$ cat src/rtl/phase_sequencer.sv
`default_nettype none
// ============================================================================
//  Module      : phase_sequencer
//  Description : Instruction phase generator for the instruction controller.
//                Steps a 3-bit phase 0..7 once per cycle while running, with
//                start/resume, single-step pause, memory wait-state stalls,
//                a halt sampled in one phase and a retired-instruction count.
//  Revision    : 1.0 - initial release
// ============================================================================
module phase_sequencer #(
  parameter int         ICNT_W     = 16,
  parameter logic [2:0] HALT_PHASE = 3'd4
) (
  input  logic              clk,
  input  logic              rst_n,
  input  logic              clear,
  input  logic              start,
  input  logic              step_en,
  input  logic              mem_wait,
  input  logic              halt,
  output logic [2:0]        phase,
  output logic              running,
  output logic              halted,
  output logic              paused,
  output logic              fetch_start,
  output logic              instr_done,
  output logic [ICNT_W-1:0] instr_count
);

  // Last phase of an instruction; leaving it retires the instruction.
  localparam logic [2:0]        c_LAST_PHASE = 3'd7;
  localparam logic [2:0]        c_PHASE_ONE  = 3'd1;
  localparam logic [ICNT_W-1:0] c_CNT_ONE    = ICNT_W'(1);

  // All four 2-bit codes are assigned; the default arm still returns to IDLE.
  typedef enum logic [1:0] {
    S_IDLE   = 2'd0,
    S_RUN    = 2'd1,
    S_HALTED = 2'd2,
    S_PAUSE  = 2'd3
  } state_t;

  state_t            r_state;
  logic [2:0]        r_phase;
  logic              r_fetch_start;
  logic              r_instr_done;
  logic [ICNT_W-1:0] r_instr_count;

  state_t            w_state_nxt;
  logic [2:0]        w_phase_nxt;
  logic              w_fetch_start_nxt;
  logic              w_instr_done_nxt;
  logic [ICNT_W-1:0] w_instr_count_nxt;

  // State, phase, pulse and counter registers; async reset clears everything.
  always_ff @(posedge clk or negedge rst_n) begin
    if (!rst_n) begin
      r_state       <= S_IDLE;
      r_phase       <= 3'd0;
      r_fetch_start <= 1'b0;
      r_instr_done  <= 1'b0;
      r_instr_count <= '0;
    end else begin
      r_state       <= w_state_nxt;
      r_phase       <= w_phase_nxt;
      r_fetch_start <= w_fetch_start_nxt;
      r_instr_done  <= w_instr_done_nxt;
      r_instr_count <= w_instr_count_nxt;
    end
  end

  // Next state and next registered outputs; priority clear > stall > halt > start/step.
  always_comb begin
    w_state_nxt       = r_state;
    w_phase_nxt       = r_phase;
    w_fetch_start_nxt = 1'b0;
    w_instr_done_nxt  = 1'b0;
    w_instr_count_nxt = r_instr_count;

    if (clear) begin
      w_state_nxt       = S_IDLE;
      w_phase_nxt       = 3'd0;
      w_instr_count_nxt = '0;
    end else begin
      case (r_state)
        S_IDLE: begin
          w_phase_nxt = 3'd0;
          // A stall outranks start, so start is only taken with mem_wait low.
          if (!mem_wait && start) begin
            w_state_nxt       = S_RUN;
            w_fetch_start_nxt = 1'b1;
          end
        end

        S_RUN: begin
          if (mem_wait) begin
            // Full hold: phase, state and count frozen, pulses dropped.
            w_phase_nxt = r_phase;
          end else if ((r_phase == HALT_PHASE) && halt) begin
            w_state_nxt = S_HALTED;
          end else begin
            w_phase_nxt = r_phase + c_PHASE_ONE;
            if (r_phase == c_LAST_PHASE) begin
              // Retiring an instruction: count and done pulse land together.
              w_instr_count_nxt = r_instr_count + c_CNT_ONE;
              w_instr_done_nxt  = 1'b1;
              if (step_en) begin
                w_state_nxt = S_PAUSE;
              end else begin
                w_fetch_start_nxt = 1'b1;
              end
            end
          end
        end

        S_HALTED: begin
          // Halt and stall are both ignored here; only start resumes.
          w_phase_nxt = HALT_PHASE;
          if (start) begin
            w_state_nxt = S_RUN;
            w_phase_nxt = HALT_PHASE + c_PHASE_ONE;
          end
        end

        S_PAUSE: begin
          w_phase_nxt = 3'd0;
          if (!mem_wait && start) begin
            w_state_nxt       = S_RUN;
            w_fetch_start_nxt = 1'b1;
          end
        end

        default: begin
          w_state_nxt = S_IDLE;
          w_phase_nxt = 3'd0;
        end
      endcase
    end
  end

  // Status flags are plain decodes of the state register.
  assign running     = (r_state == S_RUN);
  assign halted      = (r_state == S_HALTED);
  assign paused      = (r_state == S_PAUSE);

  assign phase       = r_phase;
  assign fetch_start = r_fetch_start;
  assign instr_done  = r_instr_done;
  assign instr_count = r_instr_count;

endmodule
`default_nettype wire

$ cat config.mk
export PLATFORM = sky130hd
export DESIGN_NAME = phase_sequencer
export DESIGN_NICKNAME = d
export VERILOG_FILES = /design/src/rtl/phase_sequencer.sv
export SDC_FILE = /design/constraint.sdc
export NUM_CORES = 1
export LEC_CHECK = 0
export CORE_MARGIN = 4
export CORE_UTILIZATION = 30
export DETAILED_ROUTE_END_ITERATION = 12
export GPL_ROUTABILITY_DRIVEN = 0
export PLACE_DENSITY = 0.55
export SETUP_SLACK_MARGIN = 0.2
export SLEW_MARGIN = 30
export SYNTH_ARGS = -nofsm -noshare
export SYNTH_HDL_FRONTEND = slang
export SYNTH_SLANG_ARGS = --single-unit
export TNS_END_PERCENT = 1
$ cat constraint.sdc
create_clock -name clk -period 2.9 [get_ports clk]
set_input_delay 0.58 -clock clk [delete_from_list [all_inputs] [get_ports clk]]
set_output_delay 0.58 -clock clk [all_outputs]
set_load 0.02 [all_outputs]
==> impl_metrics.json <==
{
  "status": "finished clean",
  "placed_cell_area_sq_um": 1610,
  "design_area_sq_um": 1650,
  "clk_pin_slew_ns": 0.08,
  "p_switching_w": 0.000154,
  "crit_start": "r_state[1]",
  "final_cell_count_no_fill": 214,
  "cts-root-buf": "clkbuf_8",
  "ys_types": 35,
  "placementRows": 23,
  "maxCapViolations": 0,
  "syn-cell-area_sq_um": 1250,
  "syn_inst": 132,
  "crit_slowest_cell": "or4_1",
  "multi_input_area_sq_um": 614,
  "critPathKind": "reg2reg",
  "antenna_found_initial": 0,
  "diodes": 0,
  "syn_avg_cell_area_sq_um": 9.47,
  "placed_cells": 210,
  "fin_setup_tns_ns": 0,
  "clkPwrFrac": 0.329,
  "synth_seq_cells": 23,
  "area_growth_pct": 32.3,
  "finalSetupViolations": 0,
  "crit_path_end": "instr_count[15]",
  "slew_violations": 0,
  "worstReg2RegEnd": "instr_count[15]",
  "drtPass1Iterations": 4,
  "ant_nets": 0,
  "path_cells": "inv_1, ha_1, nand3b_1, or4_1, or4_1, a21oi_1",
  "cts_resized": 0,
  "switching_share": 0.251,
  "combPwrFrac": 0.130,
  "relSlewSlack": 0.733,
  "grt-ovfl-total": 0,
  "p_int_w": 0.000459,
  "clkSinkCount": 23,
  "routed-wl-met3_um": 148,
  "vias_per_cell": 4.99,
  "seqPwrFrac": 0.541,
  "portBuffers": 30,
  "dp_hpwl_um": 2210,
  "startpoint_type": "flip-flop",
  "cts_buffers": 3,
  "dr_wl_met2_um": 1350,
  "highest_layer": "met4",
  "grt_pass1_wl_um": 4920,
  "insertion_delay_ns": 0.27,
  "clockBufferDepth": 2,
  "cts_setup_buffers": 0,
  "syn_nets": 146,
  "drt-initial-drc-count": 23,
  "critPathMostFrequentCell": "or4_1",
  "core-area_sq_um": 4030,
  "grt_pass1_vias": 1098,
  "critPathCaptureType": "flip-flop",
  "path_max_fanout": 10,
  "routed_wl_um": 2910,
  "ys_warn_count": 0,
  "slowest_delay_ns": 0.67,
  "initial_core_util": 0.310,
  "min_path_type": "reg2reg",
  "post-route-min-period_ns": 2.42,
  "die_y_um": 72.6,
  "ir_worst_vdd_v": 0.000124,
  "crit_cells": 6,
  "vias": 1067,
  "tightestPinTransition_ns": 0.399,
  "reg2reg_depth": 6,
  "m1WireLength_um": 1370,
  "seq_area_sq_um": 576,
  "die-area_sq_um": 5260,
  "p_per_area_nw_per_um2": 371,
  "cp_top_family": "simple AND/OR/NAND/NOR gates",
  "avgRoutedWirePerCell_um": 13.6,
  "htree_levels": 1,
  "ys_seq_area_frac": 0.460,
  "nets": 179,
  "fin_skew_ns": 0.000971,
  "track_usage": 0.119,
  "drive_gt1_frac": 0.0610,
  "cp.arrival_ns": 2.61,
  "grt_max_degree": 24,
  "max_freq_mhz": 414,
  "holdBufCountCts": 0,
  "io_pins": 31,
  "timing.rr.start": "r_state[1]",
  "rsz0062_at_grt": "false",
  "post-route-period-util": 0.834,
  "critPathRequiredTime_ns": 3.10,
  "power_leakage_nw": 0.668,
  "hold_viol": 0,
  "ff2ff_setup_slack_ns": 0.48,
  "drc": 0,
  "fillerInstances": 407,
  "tritoncts": "built",
  "die_w_um": 72.6,
  "crit_buf_inv": 1
}
==> synthesized netlist by cell type <==
cell type   n  share of area
dfrtp_1    23           0.46
a21oi_1    13          0.052
nor2_1     12          0.036
o21ai_0    10          0.040
nand2_1     8          0.024
ha_1        7          0.070
inv_1       7          0.021
nand3_1     5          0.020
nand4_1     4          0.020
or3_1       4          0.020
xnor2_1     4          0.028
xor2_1      4          0.028
buf_2       3          0.012
or3_2       3          0.018
a311oi_1    2          0.014
and3_1      2          0.010
clkbuf_1    2         0.0060
or4_1       2          0.012
a211oi_1    1         0.0060
a21o_1      1         0.0060
a32oi_1     1         0.0070
and4_1      1         0.0070
and4b_1     1         0.0080
buf_6       1         0.0090
mux2i_1     1         0.0080
nand2b_1    1         0.0050
nand3b_1    1         0.0060
nand4bb_1   1         0.0090
nor2b_1     1         0.0050
nor3_1      1         0.0040
nor3b_1     1         0.0060
nor4_1      1         0.0050
o21bai_1    1         0.0060
o22ai_1     1         0.0050
o31ai_1     1         0.0060
==> area by class of cell <==
type / instances / share of cell area
clock buffers: 4 / 0.0272
well taps: 50 / 0.0378
inverters: 7 / 0.0159
multi-input cells: 96 / 0.371
flip-flops and latches: 23 / 0.348
repair buffers: 34 / 0.200
==> per-layer routing <==
layer,vias to the layer above,track usage
li1,534,-
met1,502,0.155
met2,26,0.194
met3,5,0.0291
met4,0,0.0369
met5,-,0
==> metrics by stage <==
stage	power, W	hold WS, ns	setup WS (ns)	util
after floorplan	0.000382	0.284	0.549	-
after global placement	0.000418	0.543	0.292	0.399
after detailed placement	0.000419	0.555	0.260	0.399
after CTS	0.000625	0.568	0.475	0.411
after global routing	0.000642	0.599	0.338	0.411
final	0.000613	0.564	0.483	0.411
==> power groups by stage <==
stage          clock [W]  sequential [W]  combinational, W
2_1_floorplan          0        0.000341         0.0000412
3_3_place_gp           0        0.000338         0.0000797
3_5_place_dp           0        0.000338         0.0000810
4_1_cts         0.000212        0.000332         0.0000814
5_1_grt         0.000219        0.000333         0.0000900
6_report        0.000202        0.000332         0.0000800
==> how the worst min path moves through the flow <==
stage	from	endpoint	slack, ns	cells after the start
2_1_floorplan	rst_n	fetch_start	0.28	0
3_3_place_gp	instr_count[15]	instr_count[15]	0.54	2
3_5_place_dp	instr_count[15]	instr_count[15]	0.55	2
4_1_cts	instr_count[15]	instr_count[15]	0.57	2
5_1_grt	instr_count[15]	instr_count[15]	0.60	2
6_report	instr_count[15]	instr_count[15]	0.56	2
==> kinds of logic (layout without fill, tap and decap cells) <==
| family | count (synthesis) | after routing | synth area share |
|---|---|---|---|
| xor+xnor | 8 | 8 | 0.0561 |
| fa+ha+maj | 7 | 7 | 0.0701 |
| simple gates | 49 | 49 | 0.215 |
| mux | 1 | 1 | 0.00801 |
| buf+inv | 13 | 45 | 0.0480 |
| compound gates | 31 | 31 | 0.142 |
| flops | 23 | 23 | 0.460 |
==> worst register-to-register path: stages, from the launching register on <==
cell	delay, ns
dfrtp_1	0.42
inv_1	0.07
ha_1	0.36
nand3b_1	0.17
or4_1	0.67
or4_1	0.51
a21oi_1	0.15
==> layout by cell type, fill, tap and decap left out, drive strengths merged <==
master	count
and4	1
xnor2	4
clkdlybuf4s50	30
or4	2
or3	7
and4b	1
ha	7
nand4	4
nor3b	1
a211oi	1
buf	4
inv	7
a21o	1
nor3	1
nand3b	1
o22ai	1
dfrtp	23
nand3	5
and3	2
nor2b	1
nor2	12
nand2	8
xor2	4
a21oi	13
o21bai	1
a32oi	1
nor4	1
o21ai	10
a311oi	2
o31ai	1
mux2i	1
clkbuf	4
nand4bb	1
nand2b	1
==> flip-flops by register name (all words and copies together) (netlist names) <==
name,flops
instr_count,16
phase,3
r_state,2
fetch_start,1
instr_done,1
No activity file was read; power rests on OpenSTA's default activity.
